===== src/rtl/sd_pkg.sv =====
// Shared types and constants for the SPI SD command sequencer.
// States, command indices, arguments, R1 codes and error codes.
package sd_pkg;

  typedef enum logic [4:0] {
    S_IDLE,
    S_PWRUP,
    S_I_CMD0,
    S_W_CMD0,
    S_I_CMD8,
    S_W_CMD8,
    S_I_CMD55,
    S_W_CMD55,
    S_I_ACMD41,
    S_W_ACMD41,
    S_GAP,
    S_I_CMD58,
    S_W_CMD58,
    S_READY,
    S_I_CMD17,
    S_W_CMD17,
    S_WDATA,
    S_ERROR
  } state_t;

  localparam logic [5:0] CMD_GO_IDLE  = 6'd0;
  localparam logic [5:0] CMD_SEND_IF  = 6'd8;
  localparam logic [5:0] CMD_READ     = 6'd17;
  localparam logic [5:0] CMD_APP      = 6'd55;
  localparam logic [5:0] ACMD_OP_COND = 6'd41;
  localparam logic [5:0] CMD_READ_OCR = 6'd58;

  localparam logic [31:0] ARG_CMD8 = 32'h0000_01AA;
  localparam logic [31:0] ARG_HCS  = 32'h4000_0000;

  localparam logic [7:0] R1_IDLE  = 8'h01;
  localparam logic [7:0] R1_READY = 8'h00;
  localparam int         R1_ILLEGAL = 2;

  localparam logic [2:0] ERR_NONE    = 3'd0;
  localparam logic [2:0] ERR_CMD0    = 3'd1;
  localparam logic [2:0] ERR_CMD8    = 3'd2;
  localparam logic [2:0] ERR_ACMD41  = 3'd3;
  localparam logic [2:0] ERR_TIMEOUT = 3'd4;
  localparam logic [2:0] ERR_READ    = 3'd5;

  function automatic logic is_issue(state_t s);
    return s inside {S_I_CMD0, S_I_CMD8, S_I_CMD55,
                     S_I_ACMD41, S_I_CMD58, S_I_CMD17};
  endfunction

  function automatic logic is_r3(state_t s);
    return s inside {S_I_CMD8, S_I_CMD58};
  endfunction

  function automatic logic is_wait(state_t s);
    return s inside {S_W_CMD0, S_W_CMD8, S_W_CMD55,
                     S_W_ACMD41, S_W_CMD58, S_W_CMD17};
  endfunction

endpackage


===== src/rtl/sd_timer.sv =====
// Loadable down-counter with zero flag; shared by power-up,
// response timeout and ACMD41 retry-gap timing.
module sd_timer #(
  parameter int W = 24
) (
  input  logic         clk,
  input  logic         rst,
  input  logic         load,
  input  logic [W-1:0] load_val,
  output logic         zero
);

  logic [W-1:0] cnt;

  always_ff @(posedge clk or posedge rst) begin
    if (rst)
      cnt <= '0;
    else if (load)
      cnt <= load_val;
    else if (cnt != '0)
      cnt <= cnt - 1'b1;
  end

  assign zero = (cnt == '0);

endmodule


===== src/rtl/sd_cmd_sequencer.sv =====
// SPI SD command sequencer: card init (CMD0/8/55/41/58) then
// single-block reads (CMD17) via the command-prepare stage.
module sd_cmd_sequencer
  import sd_pkg::*;
#(
  parameter logic [15:0] POWERUP_CYC  = 16'd50000,
  parameter logic [23:0] RESP_TIMEOUT = 24'd1000000,
  parameter logic [15:0] MAX_RETRY    = 16'd2000,
  parameter logic [15:0] RETRY_GAP    = 16'd10000
) (
  input  logic        clk,
  input  logic        rst,
  input  logic        init_req,
  input  logic        rd_req,
  input  logic [31:0] rd_addr,
  input  logic        resp_valid,
  input  logic [7:0]  resp_r1,
  input  logic [31:0] resp_ext,
  input  logic        data_done,
  output logic        start,
  output logic        start40,
  output logic [5:0]  cmd,
  output logic [31:0] arg,
  output logic        readit,
  output logic        busy,
  output logic        init_done,
  output logic        sdhc,
  output logic        rd_ack,
  output logic        error,
  output logic [2:0]  err_code
);

  // Timer loads: a WAIT state spans RESP_TIMEOUT-1 clks after issue.
  localparam logic [23:0] PWR_LD = {8'd0, POWERUP_CYC} - 24'd1;
  localparam logic [23:0] TO_LD  = RESP_TIMEOUT - 24'd2;
  localparam logic [23:0] GAP_LD = {8'd0, RETRY_GAP} - 24'd1;

  state_t      state, state_n;
  logic [15:0] retry, retry_n;
  logic        v2, v2_n;
  logic        sdhc_n;
  logic [2:0]  err_n;
  logic [5:0]  cmd_n;
  logic [31:0] arg_n;
  logic        readit_n;
  logic        tload, tzero;
  logic [23:0] tval;
  logic        last_try;
  logic        r1_ok;
  logic        unused_ext;

  assign last_try   = (retry + 16'd1) >= MAX_RETRY;
  assign r1_ok      = (resp_r1 == R1_READY);
  assign unused_ext = ^{resp_ext[31], resp_ext[29:12]};

  sd_timer #(.W(24)) u_timer (
    .clk      (clk),
    .rst      (rst),
    .load     (tload),
    .load_val (tval),
    .zero     (tzero)
  );

  always_ff @(posedge clk or posedge rst) begin
    if (rst) begin
      state    <= S_IDLE;
      retry    <= '0;
      v2       <= 1'b0;
      sdhc     <= 1'b0;
      err_code <= ERR_NONE;
      cmd      <= '0;
      arg      <= '0;
      readit   <= 1'b0;
    end else begin
      state    <= state_n;
      retry    <= retry_n;
      v2       <= v2_n;
      sdhc     <= sdhc_n;
      err_code <= err_n;
      cmd      <= cmd_n;
      arg      <= arg_n;
      readit   <= readit_n;
    end
  end

  always_comb begin
    state_n  = state;
    retry_n  = retry;
    v2_n     = v2;
    sdhc_n   = sdhc;
    err_n    = err_code;
    cmd_n    = cmd;
    arg_n    = arg;
    readit_n = readit;
    tload    = is_issue(state);
    tval     = TO_LD;
    unique case (state)
      S_PWRUP: if (tzero) state_n = S_I_CMD0;
      S_I_CMD0:   state_n = S_W_CMD0;
      S_I_CMD8:   state_n = S_W_CMD8;
      S_I_CMD55:  state_n = S_W_CMD55;
      S_I_ACMD41: state_n = S_W_ACMD41;
      S_I_CMD58:  state_n = S_W_CMD58;
      S_I_CMD17:  state_n = S_W_CMD17;
      S_W_CMD0: if (resp_valid) begin
        if (resp_r1 == R1_IDLE) begin
          state_n = S_I_CMD8;
          retry_n = '0;
        end else if (last_try) begin
          state_n = S_ERROR;
          err_n   = ERR_CMD0;
        end else begin
          state_n = S_I_CMD0;
          retry_n = retry + 16'd1;
        end
      end
      S_W_CMD8: if (resp_valid) begin
        if (resp_r1 == R1_IDLE &&
            resp_ext[11:0] == ARG_CMD8[11:0]) begin
          state_n = S_I_CMD55;
          v2_n    = 1'b1;
        end else if (resp_r1[R1_ILLEGAL]) begin
          state_n = S_I_CMD55;
          v2_n    = 1'b0;
        end else begin
          state_n = S_ERROR;
          err_n   = ERR_CMD8;
        end
      end
      S_W_CMD55: if (resp_valid) begin
        if (r1_ok || resp_r1 == R1_IDLE) begin
          state_n = S_I_ACMD41;
        end else begin
          state_n = S_ERROR;
          err_n   = ERR_ACMD41;
        end
      end
      S_W_ACMD41: if (resp_valid) begin
        if (r1_ok) begin
          state_n = v2 ? S_I_CMD58 : S_READY;
        end else if (resp_r1 == R1_IDLE && !last_try) begin
          state_n = S_GAP;
          retry_n = retry + 16'd1;
          tload   = 1'b1;
          tval    = GAP_LD;
        end else begin
          state_n = S_ERROR;
          err_n   = ERR_ACMD41;
        end
      end
      S_GAP: if (tzero) state_n = S_I_CMD55;
      S_W_CMD58: if (resp_valid) begin
        if (r1_ok) begin
          state_n = S_READY;
          sdhc_n  = resp_ext[30];
        end else begin
          state_n = S_ERROR;
          err_n   = ERR_ACMD41;
        end
      end
      S_READY: if (rd_req) state_n = S_I_CMD17;
      S_W_CMD17: if (resp_valid) begin
        if (r1_ok) begin
          state_n = S_WDATA;
          tload   = 1'b1;
        end else begin
          state_n = S_ERROR;
          err_n   = ERR_READ;
        end
      end
      S_WDATA: begin
        if (data_done) begin
          state_n = S_READY;
        end else if (tzero) begin
          state_n = S_ERROR;
          err_n   = ERR_TIMEOUT;
        end
      end
      default: ;
    endcase
    if (is_wait(state) && !resp_valid && tzero) begin
      state_n = S_ERROR;
      err_n   = ERR_TIMEOUT;
    end
    if (init_req) begin
      state_n = S_PWRUP;
      retry_n = '0;
      v2_n    = 1'b0;
      sdhc_n  = 1'b0;
      err_n   = ERR_NONE;
      tload   = 1'b1;
      tval    = PWR_LD;
    end
    // Command fields are latched on entry to the issue state.
    unique case (1'b1)
      state_n == S_I_CMD0: begin
        cmd_n = CMD_GO_IDLE; arg_n = '0; readit_n = 1'b0;
      end
      state_n == S_I_CMD8: begin
        cmd_n = CMD_SEND_IF; arg_n = ARG_CMD8; readit_n = 1'b0;
      end
      state_n == S_I_CMD55: begin
        cmd_n = CMD_APP; arg_n = '0; readit_n = 1'b0;
      end
      state_n == S_I_ACMD41: begin
        cmd_n    = ACMD_OP_COND;
        arg_n    = v2 ? ARG_HCS : '0;
        readit_n = 1'b0;
      end
      state_n == S_I_CMD58: begin
        cmd_n = CMD_READ_OCR; arg_n = '0; readit_n = 1'b0;
      end
      state_n == S_I_CMD17: begin
        cmd_n    = CMD_READ;
        arg_n    = sdhc ? rd_addr : {rd_addr[22:0], 9'd0};
        readit_n = 1'b1;
      end
      default: ;
    endcase
  end

  assign start     = is_issue(state) && !is_r3(state) && !init_req;
  assign start40   = is_r3(state) && !init_req;
  assign rd_ack    = (state == S_WDATA) && data_done && !init_req;
  assign busy      = !(state inside {S_IDLE, S_READY, S_ERROR});
  assign init_done = (state == S_READY);
  assign error     = (state == S_ERROR);

endmodule

===== config.mk =====
export PLATFORM = sky130hd
export DESIGN_NAME = sd_cmd_sequencer
export DESIGN_NICKNAME = d
export VERILOG_FILES = /design/src/rtl/sd_pkg.sv /design/src/rtl/sd_timer.sv /design/src/rtl/sd_cmd_sequencer.sv
export SDC_FILE = /design/constraint.sdc
export NUM_CORES = 1
export LEC_CHECK = 0
export BUFFER_PORTS_ARGS = -buffer_cell sky130_fd_sc_hd__buf_2
export CAP_MARGIN = 30
export CORE_ASPECT_RATIO = 1.4
export CORE_MARGIN = 5
export CORE_UTILIZATION = 35
export CTS_CLUSTER_SIZE = 24
export DETAILED_ROUTE_END_ITERATION = 16
export SYNTH_ARGS = -nofsm -noshare
export SYNTH_HDL_FRONTEND = slang
export SYNTH_SLANG_ARGS = --single-unit

===== constraint.sdc =====
create_clock -name clk -period 7.1 [get_ports clk]
set_input_delay 0.71 -clock clk [delete_from_list [all_inputs] [get_ports clk]]
set_output_delay 0.71 -clock clk [all_outputs]
set_load 0.02 [all_outputs]

Yosys cells after proc, flatten, opt, wreduce, memory -nomap -nowiden
Index checks and enable logic that the tools add are counted.
Widths: inputs -> output; s select.
{ "classes": {"n_addsub": 2, "magnitude_cmp": 1, "eq_ne": 47, "muxes": 80, "n_reduce_logical": 40} }
{ "ops": {"columns": ["op", "n"], "rows": [
  ["$pmux 32 s4", 1],
  ["$mux 16", 7],
  ["$mux 5", 21],
  ["$mux 20", 4],
  ["$pmux 5 s16", 1],
  ["$mux 24", 3],
  ["$mux 3", 20],
  ["$ne 4x3->1 const B", 15],
  ["$eq 5x4->1 const B", 11],
  ["$pmux 6 s6", 1],
  ["$mux 32", 1],
  ["$pmux 16 s2", 1],
  ["$mux 31", 1],
  ["$eq 5x3->1 const B", 6],
  ["$logic_not 24->1", 1],
  ["$reduce_bool 24->1", 1],
  ["$sub 24x1->24 const B", 1],
  ["$pmux 3 s7", 1],
  ["$reduce_and 18->1", 1],
  ["$reduce_bool 6->1", 3],
  ["$add 16x1->16 const B", 1],
  ["$ge 16x11->1 const B", 1],
  ["$mux 1", 16],
  ["$eq 5x2->1 const B", 3],
  ["20 further kinds", 48]
]} }
{ "word_totals": {"register_bits": 89, "in_bits": 78, "wordCells": 179} }

Longest topological paths before layout
Gate-level depths: netlist (run 1).
{ "depth": {"ltp_word": 13, "ltp_mapped": 15} }

Modules after synthesis
From an unflattened synthesis (run 1), not the netlist that was laid out.
{ "unflattened": {"hier_cells": 665, "hier_area_um2": 5965.7} }
{ "modules_own_cells": {"columns": ["mod", "instances", "cells_per_inst", "area_per_inst_um2", "seq_area_each_um2"], "rows": [
  ["sd_cmd_sequencer", 1, 511, 4493.1, 1626.6],
  ["sd_timer", 1, 154, 1472.7, 600.6]
]} }

Least setup slack after synthesis (run 1)
Ideal clock, no wire load.
{ "synth_path": {"path_kind": "input-to-reg", "from": "input port resp_r1[5]", "to": "register arg[30]", "setup_time_ns": 0.126, "t_arrival_ns": 3.451, "required_ns": 6.974, "path_slack_ns": 3.523, "cell_stages": 10, "cell_sequence": "or4_4 > or4_4 > buf_6 > o21bai_4 > o221ai_2 > nor3_4 > nand4_1 > a2111oi_4 > a221oi_4 > a221o_1"} }
{ "synth_between": {"elab_chain_cells": 11} }
{ "synth_lines": {"columns": ["item", "line_no", "source"], "rows": [
  ["start, declared", "sd_cmd_sequencer.sv:17", "input logic [7:0] resp_r1,"],
  ["$eq 8x1->1", null, null],
  ["$logic_and 1x1->1", "sd_cmd_sequencer.sv:141", "end else if (resp_r1 == R1_IDLE && !last_try) begin"],
  ["$mux 5", "sd_cmd_sequencer.sv:141", null],
  ["$mux 5", "sd_cmd_sequencer.sv:139", "if (r1_ok) begin"],
  ["$mux 5", "sd_cmd_sequencer.sv:138", "S_W_ACMD41: if (resp_valid) begin"],
  ["$pmux 5 s16 (*)", "sd_cmd_sequencer.sv:97", "unique case (state)"],
  ["$mux 5 (*)", "sd_cmd_sequencer.sv:181", "if (is_wait(state) && !resp_valid && tzero) begin"],
  ["$mux 5 (*)", "sd_cmd_sequencer.sv:185", "if (init_req) begin"],
  ["$eq 5x2->1, or another cell as far along", "sd_cmd_sequencer.sv:196", "state_n == S_I_CMD0: begin"],
  ["$reduce_or 3->1 (no line)", null, null],
  ["$pmux 32 s4 or $reduce_bool 4->1 (tied branches)", null, null],
  ["end signal, assigned", "sd_cmd_sequencer.sv:81", "arg <= arg_n;"],
  ["end, declared", "sd_cmd_sequencer.sv:23", "output logic [31:0] arg,"]
]} }
Every way passes the cells marked *; elsewhere a longest branch is shown, timed or not.
A chain may end at the register's enable or synchronous reset.

Worst setup path after layout (run 1)
{ "layout_path": {"from": "register u_timer.cnt[0]", "to": "register arg[8]"} }
{ "layout_between": {"elab_chain_cells": 9} }
{ "layout_lines": {"columns": ["item", "line_no", "source"], "rows": [
  ["start, declared", "sd_timer.sv:13", "logic [W-1:0] cnt;"],
  ["start signal, assigned", "sd_timer.sv:19", "cnt <= load_val;"],
  ["start signal, assigned", "sd_timer.sv:21", "cnt <= cnt - 1'b1;"],
  ["$logic_not 24->1 (*)", "sd_timer.sv:24", "assign zero = (cnt == '0);"],
  ["$mux 5", "sd_cmd_sequencer.sv:174", "end else if (tzero) begin"],
  ["$mux 5", "sd_cmd_sequencer.sv:172", "if (data_done) begin"],
  ["$pmux 5 s16", "sd_cmd_sequencer.sv:97", null],
  ["$mux 5 (*)", "sd_cmd_sequencer.sv:181", null],
  ["$mux 5 (*)", "sd_cmd_sequencer.sv:185", null],
  ["$eq 5x2->1, or another cell as far along", "sd_cmd_sequencer.sv:196", null],
  ["$reduce_or 3->1 (no line)", null, null],
  ["$pmux 32 s4 or $reduce_bool 4->1 (tied branches)", null, null]
]} }
Marks and branches as above.

==> results of run 1 <==
how the worst max path moves through the flow:
stage,slack (ns),start,end
after global placement,2.21,u_timer.cnt[0],arg[8]
final,2.16,u_timer.cnt[0],arg[8]
after CTS,2.18,u_timer.cnt[0],arg[8]
after global routing,1.71,u_timer.cnt[0],arg[8]
after floorplan,3.52,resp_r1[5],arg[30]
after detailed placement,2.19,u_timer.cnt[0],arg[8]
power breakdown:
group          switching [mW]  total, mW  internal [mW]  leakage (nW)
combinational           0.653       1.01          0.355          1.69
clock                   0.205      0.519          0.314         0.160
sequential             0.0627      0.639          0.576          1.17
total                   0.921       2.17           1.25          3.02
through the flow:
stage / power, mW / area (µm²) / cells
after CTS: 2.18 / 6980 / 950
final: 2.17 / 6980 / 950
after detailed placement: 1.65 / 6660 / 934
after floorplan: 1.42 / 6020 / 660
after global routing: 2.31 / 6980 / 950
after global placement: 1.65 / 6660 / 934
sequential cells by signal, indices dropped and copies added, names as in the netlist:
signal and flops:
readit 1, err_code 3, state 5, arg 32, retry 16, u_timer.cnt 24, v2 1, cmd 6
sdhc 1
final cells by class:
cell class              count  area share, %
multi-input cells         503           49.8
flip-flops and latches     89           31.9
repair buffers            118           8.85
well taps                 203           3.64
clock buffers              10           3.28
clock inverters             6           1.40
inverters                  21           1.15
critical path, cell delays in order, from the launching register on:
cell and delay [ns]:
sky130_fd_sc_hd__dfrtp_1 0.40, sky130_fd_sc_hd__inv_1 0.11, sky130_fd_sc_hd__ha_1 0.16, sky130_fd_sc_hd__nand2b_1 0.05, sky130_fd_sc_hd__nor4_1 0.51, sky130_fd_sc_hd__and4b_1 0.75
sky130_fd_sc_hd__a21o_1 0.48, sky130_fd_sc_hd__nor2_1 0.11, sky130_fd_sc_hd__a22oi_2 0.50, sky130_fd_sc_hd__inv_1 0.39, sky130_fd_sc_hd__maj3_2 0.44, sky130_fd_sc_hd__a221oi_4 0.26
sky130_fd_sc_hd__buf_4 0.45, sky130_fd_sc_hd__a22oi_1 0.16
logic make-up (layout without fill, tap and decap cells):
kind of cell | Yosys count | in the layout | share of synthesized area, %
simple gates | 264 | 264 | 23.2
mux | 27 | 27 | 4.53
xor+xnor | 25 | 25 | 3.64
compound gates | 183 | 183 | 25.6
fa+ha+maj | 4 | 4 | 0.810
buf+inv | 68 | 155 | 5.26
flops | 89 | 89 | 37.0
layout by cell type, fill, tap and decap left out, types with 14 or more instances in the layout:
cell / Yosys / final
sky130_fd_sc_hd__mux2i_1: 25 / 25
sky130_fd_sc_hd__o21ai_0: 27 / 27
sky130_fd_sc_hd__nand4_1: 16 / 16
sky130_fd_sc_hd__nor4_1: 14 / 14
sky130_fd_sc_hd__nor3_1: 25 / 25
sky130_fd_sc_hd__buf_2: 12 / 107
sky130_fd_sc_hd__nand2_1: 52 / 52
sky130_fd_sc_hd__dfrtp_1: 89 / 89
sky130_fd_sc_hd__o2bb2ai_2: 20 / 20
sky130_fd_sc_hd__inv_1: 17 / 16
sky130_fd_sc_hd__nor2_1: 62 / 62
sky130_fd_sc_hd__a21oi_1: 30 / 30
sky130_fd_sc_hd__nand3_1: 19 / 19
routing by layer:
metal	vias to the layer above	GRT usage, %	part of all wire [%]
li1	2620	-	-
met1	2641	20.6	42
met2	129	29.0	51
met3	40	2.32	3.0
met4	0	8.09	3.7
met5	-	0	0
==> reports/qor.log, run 1 <==
[route] via count 5430
[logic_synthesis] share of Yosys cell area claimed by the top area cell type 37.0%
[clocking] master cell of the clock root buffer sky130_fd_sc_hd__clkbuf_16
[logic_synthesis] flop and latch count out of synthesis 89
[clocking] H-tree level count 3
[route] antenna violation net count after detailed routing 0
[logic_synthesis] EDFF count, synth 0
[setup_path] data arrival time of the worst path 5.13 ns
[logic_synthesis] sequential area share after synthesis 37.0%
[clocking] count of buffers added by post-CTS timing repair for setup 0
[power_and_ir_drop] worst supply voltage drop on vdd 0.000152 V
[floorplan] Initial Utilization 35.8%
[layout] Fill cells 1672
[place] quantity of I/O buffers inserted on ports 107
[floorplan] Placement Rows 56
[clocking] clock transition at the registers of the reported paths 0.07 ns
[setup_path] Max Fanout on Critical Path 33
[route] Post-route DRC 0
[layout] final design utilization 41.5%
[layout] multi-input logic area 0.00348 mm²
[floorplan] core area 0.0168 mm²
[setup_path] crit start category register
[sta] Setup Skew 0.0119 ns
[floorplan] number of top-level pins 127
[logic_synthesis] most used flip-flop cell after synthesis sky130_fd_sc_hd__dfrtp_1
[global_routing] largest net degree at the start of global routing 54
[floorplan] Vert. Die Dim 165 µm
[setup_path] CP Capture Type register
[setup_path] FF-to-FF path depth 13
[logic_synthesis] share of synthesized flip-flops with an asynchronous set or reset 100%
[sta] normalized max-slew margin 40.3%
[route] aggregate routed wire length 16600 µm
[sta] Final Setup Violations 0
[sta] worst setup slack after layout 2.16 ns
[route] via density per instance 5.72
[logic_synthesis] number of warning messages in the yosys log 0
[clocking] hold-fix buffers at CTS 0
[floorplan] x dimension of the die 121 µm
[clocking] sink count of the clock tree 89
[sta] slew at the pin closest to its max-slew limit 0.894 ns
[place] HPWL after detailed placement 12200 µm
[clocking] worst-skew pair later-pin latency 0.34 ns
[global_routing] wire length of the first global-routing pass 27100 µm
[sta] Fin Setup TNS 0 ns
[clocking] CTS tree built
[sta] Peak Freq 203 MHz
[layout] share of layout cells above drive strength 1 24.9%
[setup_path] endpoint of the worst register-to-register path arg[8]
[logic_synthesis] leading cell types by count after synthesis sky130_fd_sc_hd__dfrtp_1 (89), sky130_fd_sc_hd__nor2_1 (62), sky130_fd_sc_hd__nand2_1 (52)
[layout] Layout Area Growth over Synthesis 16.0%
[logic_synthesis] most area-consuming cells after synthesis sky130_fd_sc_hd__dfrtp_1 (37%), sky130_fd_sc_hd__o2bb2ai_2 (5.0%), sky130_fd_sc_hd__mux2i_1 (4.2%)
[setup_path] Worst R2R Start u_timer.cnt[0]
[layout] total inserted antenna cells 0
[sta] final number of max-transition violations 0
[global_routing] number of global-route vias before repair 5328
[logic_synthesis] library cell with the highest instance count after synthesis sky130_fd_sc_hd__dfrtp_1
[route] length of the first detailed-routing pass in iterations 4
[logic_synthesis] largest area contributor in the netlist sky130_fd_sc_hd__dfrtp_1
[status] run status finished clean
[power_and_ir_drop] cell leakage power 3.02 nW
[global_routing] antenna violations before repair 0
[floorplan] DIE AREA 0.0200 mm²
[layout] register cell area after layout 0.00223 mm²
[global_routing] global route overflow 0
[sta] post-route clock period utilization 69.5%
[setup_path] register-to-register path setup slack 2.16 ns
[global_routing] combined global-route utilization of all metal layers 16.8%
[sta] Final Hold Viols 0
[logic_synthesis] mean instance size in the synthesized netlist 9.12 µm²
[worst_hold_path] classification of the worst-slack hold path input port to async pin
[sta] setup repair after global routing missed its margin no
[place] global placer's final weighted congestion 0.949
[setup_path] worst setup path class register to register
[setup_path] Required @ worst endpoint 7.30 ns
[place] Setup Slack @ Placement 2.19 ns
[clocking] clock buffer count from CTS 9
[clocking] number of gates resized after cts 0
[logic_synthesis] post-synthesis instance area 0.00602 mm²
[clocking] clk buf depth 2
[sta] final-layout worst hold slack 0.438 ns
[logic_synthesis] gate count after technology mapping 660
[job] Max Cap Violations 0
[power_and_ir_drop] power density of the placed cells 310 mW/mm²
[route] routed wire length per instance 17.5 µm
[route] first-iteration detailed-routing DRC count 346
[layout] net count reported at finish 823
[sta] fin crit period 4.94 ns
[logic_synthesis] net count of the mapped netlist 741
[logic_synthesis] Distinct cells, synth 84
Note: power is estimated with default switching activity, not from simulation.
==> inputs of run 2 (changes only) <==
==> constraint.sdc (replaced) <==
create_clock -name clk -period 4.35 [get_ports clk]
set_input_delay 0.435 -clock clk [delete_from_list [all_inputs] [get_ports clk]]
set_output_delay 0.435 -clock clk [all_outputs]
set_load 0.02 [all_outputs]
==> run 2 against run 1 <==
Against the previous run: total power increased by 66%; register-to-register slack got worse by 1.7 ns; sequential power increased by 71%; die area unchanged; setup slack got worse by 1.7 ns; fmax increased by 27%; critical path depth decreased by 2; critical path type unchanged; largest power group unchanged; highest routed layer unchanged.
==> reports/qor.log, run 2 (synthesis results as in run 1) <==
[layout] Layout Area Growth over Synthesis 18.3% [was 16.0%]
[floorplan] x dimension of the die 121 µm [unchanged]
[clocking] CTS tree built [unchanged]
[layout] Top reg by flops arg [unchanged]
[layout] total inserted antenna cells 0 [unchanged]
[route] antenna violation net count after detailed routing 0 [unchanged]
[global_routing] number of global-route vias before repair 5353 [was 5328]
[sta] worst setup slack after layout 0.474 ns [was 2.16 ns]
[clocking] hold-fix buffers at CTS 0 [unchanged]
[job] Max Cap Violations 0 [unchanged]
[worst_hold_path] classification of the worst-slack hold path input port to async pin [unchanged]
[clocking] worst-skew pair later-pin latency 0.35 ns [was 0.34 ns]
[sta] final number of max-transition violations 0 [unchanged]
[status] run status finished clean [unchanged]
[setup_path] CP Capture Type register [unchanged]
[route] routed wire length per instance 17.3 µm [was 17.5 µm]
[sta] Final Hold Viols 0 [unchanged]
[power_and_ir_drop] worst supply voltage drop on vdd 0.000200 V [was 0.000152 V]
[power_and_ir_drop] Overall Power 3.59 mW [was 2.17 mW]
[place] Setup Slack @ Placement 0.487 ns [was 2.19 ns]
[global_routing] global route overflow 0 [unchanged]
[layout] number of standard cells in the final layout excluding fillers 970 [was 950]
[place] placed insts 954 [was 934]
[route] via count 5448 [was 5430]
[route] Post-route DRC 0 [unchanged]
[global_routing] largest net degree at the start of global routing 46 [was 54]
[layout] top library cells by usage in the layout, fill and taps aside sky130_fd_sc_hd__buf_2 (107), sky130_fd_sc_hd__dfrtp_1 (89), sky130_fd_sc_hd__nor2_1 (62) [unchanged]
[layout] final design utilization 42.4% [was 41.5%]
[clocking] clock buffer count from CTS 9 [unchanged]
[clocking] master cell of the clock root buffer sky130_fd_sc_hd__clkbuf_16 [unchanged]
[sta] post-route clock period utilization 89.1% [was 69.5%]
[power_and_ir_drop] power density of the placed cells 504 mW/mm² [was 310 mW/mm²]
[clocking] H-tree level count 3 [unchanged]
[clocking] clock transition at the registers of the reported paths 0.07 ns [about the same]
[route] aggregate routed wire length 16700 µm [was 16600 µm]
[global_routing] combined global-route utilization of all metal layers 16.8% [about the same]
[sta] Final Setup Violations 0 [unchanged]
[power_and_ir_drop] cell leakage power 3.11 nW [was 3.02 nW]
[layout] most common cell after layout, fill and taps aside sky130_fd_sc_hd__buf_2 [unchanged]
[global_routing] wire length of the first global-routing pass 27200 µm [was 27100 µm]
[floorplan] number of top-level pins 127 [unchanged]
[place] global placer's final weighted congestion 0.908 [was 0.949]
[clocking] clk buf depth 2 [unchanged]
[layout] share of layout cells above drive strength 1 26.9% [was 24.9%]
[clocking] sink count of the clock tree 89 [unchanged]
[clocking] count of buffers added by post-CTS timing repair for setup 0 [unchanged]
[sta] Peak Freq 258 MHz [was 203 MHz]
[setup_path] Max Fanout on Critical Path 23 [was 33]
[clocking] number of gates resized after cts 0 [unchanged]
[place] quantity of I/O buffers inserted on ports 107 [unchanged]
[global_routing] antenna violations before repair 0 [unchanged]
[sta] fin crit period 3.88 ns [was 4.94 ns]
[floorplan] Vert. Die Dim 165 µm [unchanged]
[sta] Setup Skew 0.0158 ns [was 0.0119 ns]
[setup_path] Required @ worst endpoint 4.54 ns [was 7.30 ns]
[floorplan] core area 0.0168 mm² [unchanged]
[route] first-iteration detailed-routing DRC count 357 [was 346]
[sta] setup repair after global routing missed its margin no [unchanged]
[sta] normalized max-slew margin 47.2% [was 40.3%]
[floorplan] DIE AREA 0.0200 mm² [unchanged]
[layout] leading registers by flop count arg x32, u_timer.cnt x24, retry x16 [unchanged]
[layout] Fill cells 1681 [was 1672]
[route] length of the first detailed-routing pass in iterations 4 [unchanged]
[setup_path] data arrival time of the worst path 4.06 ns [was 5.13 ns]
[layout] flip-flop count of the largest register after layout 32 [unchanged]
[layout] net count reported at finish 843 [was 823]
[setup_path] crit start category register [unchanged]
[sta] Fin Setup TNS 0 ns [unchanged]
[floorplan] Placement Rows 56 [unchanged]
[floorplan] Initial Utilization 35.8% [unchanged]
[setup_path] worst setup path class register to register [unchanged]
[sta] slew at the pin closest to its max-slew limit 0.792 ns [was 0.894 ns]
[place] HPWL after detailed placement 12600 µm [was 12200 µm]
[route] via density per instance 5.62 [was 5.72]
[run 2: cell types whose count changed in the layout (fill, tap and decap cells not counted)]
cell,before,now
sky130_fd_sc_hd__buf_4,11,30
sky130_fd_sc_hd__buf_12,0,1
sky130_fd_sc_hd__bufinv_16,2,1
sky130_fd_sc_hd__clkinvlp_4,0,1
sky130_fd_sc_hd__inv_6,2,3
sky130_fd_sc_hd__inv_8,1,0
[run 2: where the power goes]
part           switching [mW]  internal, mW
registers               0.145         0.940
clock network           0.337         0.453
logic                    1.05         0.662
total                    1.54          2.05
[run 2: worst paths after layout]
check,start,end,slack (ns),cells after the start
max,retry[0],arg[7],0.47,11
min,rst,arg[19],0.21,2
max reg2reg,retry[0],arg[7],0.47,11
min reg2reg,readit,readit,0.48,1
max in group asynchronous,rst,retry[5],3.08,3
min in group clk,resp_ext[30],sdhc,0.35,3
[run 2: layout make-up]
type | count | area (µm²) | share of cell area [%]
multi-input cells | 503 | 3480 | 48.8
clock buffers | 10 | 229 | 3.22
repair buffers | 138 | 781 | 11.0
flip-flops and latches | 89 | 2230 | 31.3
clock inverters | 6 | 72.6 | 1.02
well taps | 203 | 254 | 3.57
inverters | 21 | 80.1 | 1.12
[run 2: worst max-delay path, stage by stage, from the launching register on]
cell	delay [ns]
sky130_fd_sc_hd__dfrtp_1	0.45
sky130_fd_sc_hd__ha_1	0.29
sky130_fd_sc_hd__and3_1	0.24
sky130_fd_sc_hd__or3_1	0.32
sky130_fd_sc_hd__a31o_1	0.22
sky130_fd_sc_hd__a22o_1	0.29
sky130_fd_sc_hd__nor4_1	0.40
sky130_fd_sc_hd__o21ai_0	0.28
sky130_fd_sc_hd__maj3_2	0.41
sky130_fd_sc_hd__a221oi_4	0.46
sky130_fd_sc_hd__buf_12	0.25
sky130_fd_sc_hd__a22oi_1	0.12
[run 2: metrics by stage]
| step | hold slack [ns] | instance area (µm²) |
|---|---|---|
| CTS | 0.236 | 7120 |
| global placement | 0.465 | 6820 |
| global route | 0.293 | 7120 |
| finish | 0.208 | 7120 |
| detailed placement | 0.466 | 6820 |
| floorplan | 0.468 | 6020 |
[run 2: metal layers]
| layer | GRT usage [%] | share of wire [%] | up-vias |
|---|---|---|---|
| met5 | 0 | 0 | - |
| met4 | 6.96 | 2.8 | 0 |
| met3 | 2.56 | 3.5 | 33 |
| met2 | 30.1 | 52 | 129 |
| met1 | 20.1 | 42 | 2626 |
| li1 | - | - | 2660 |
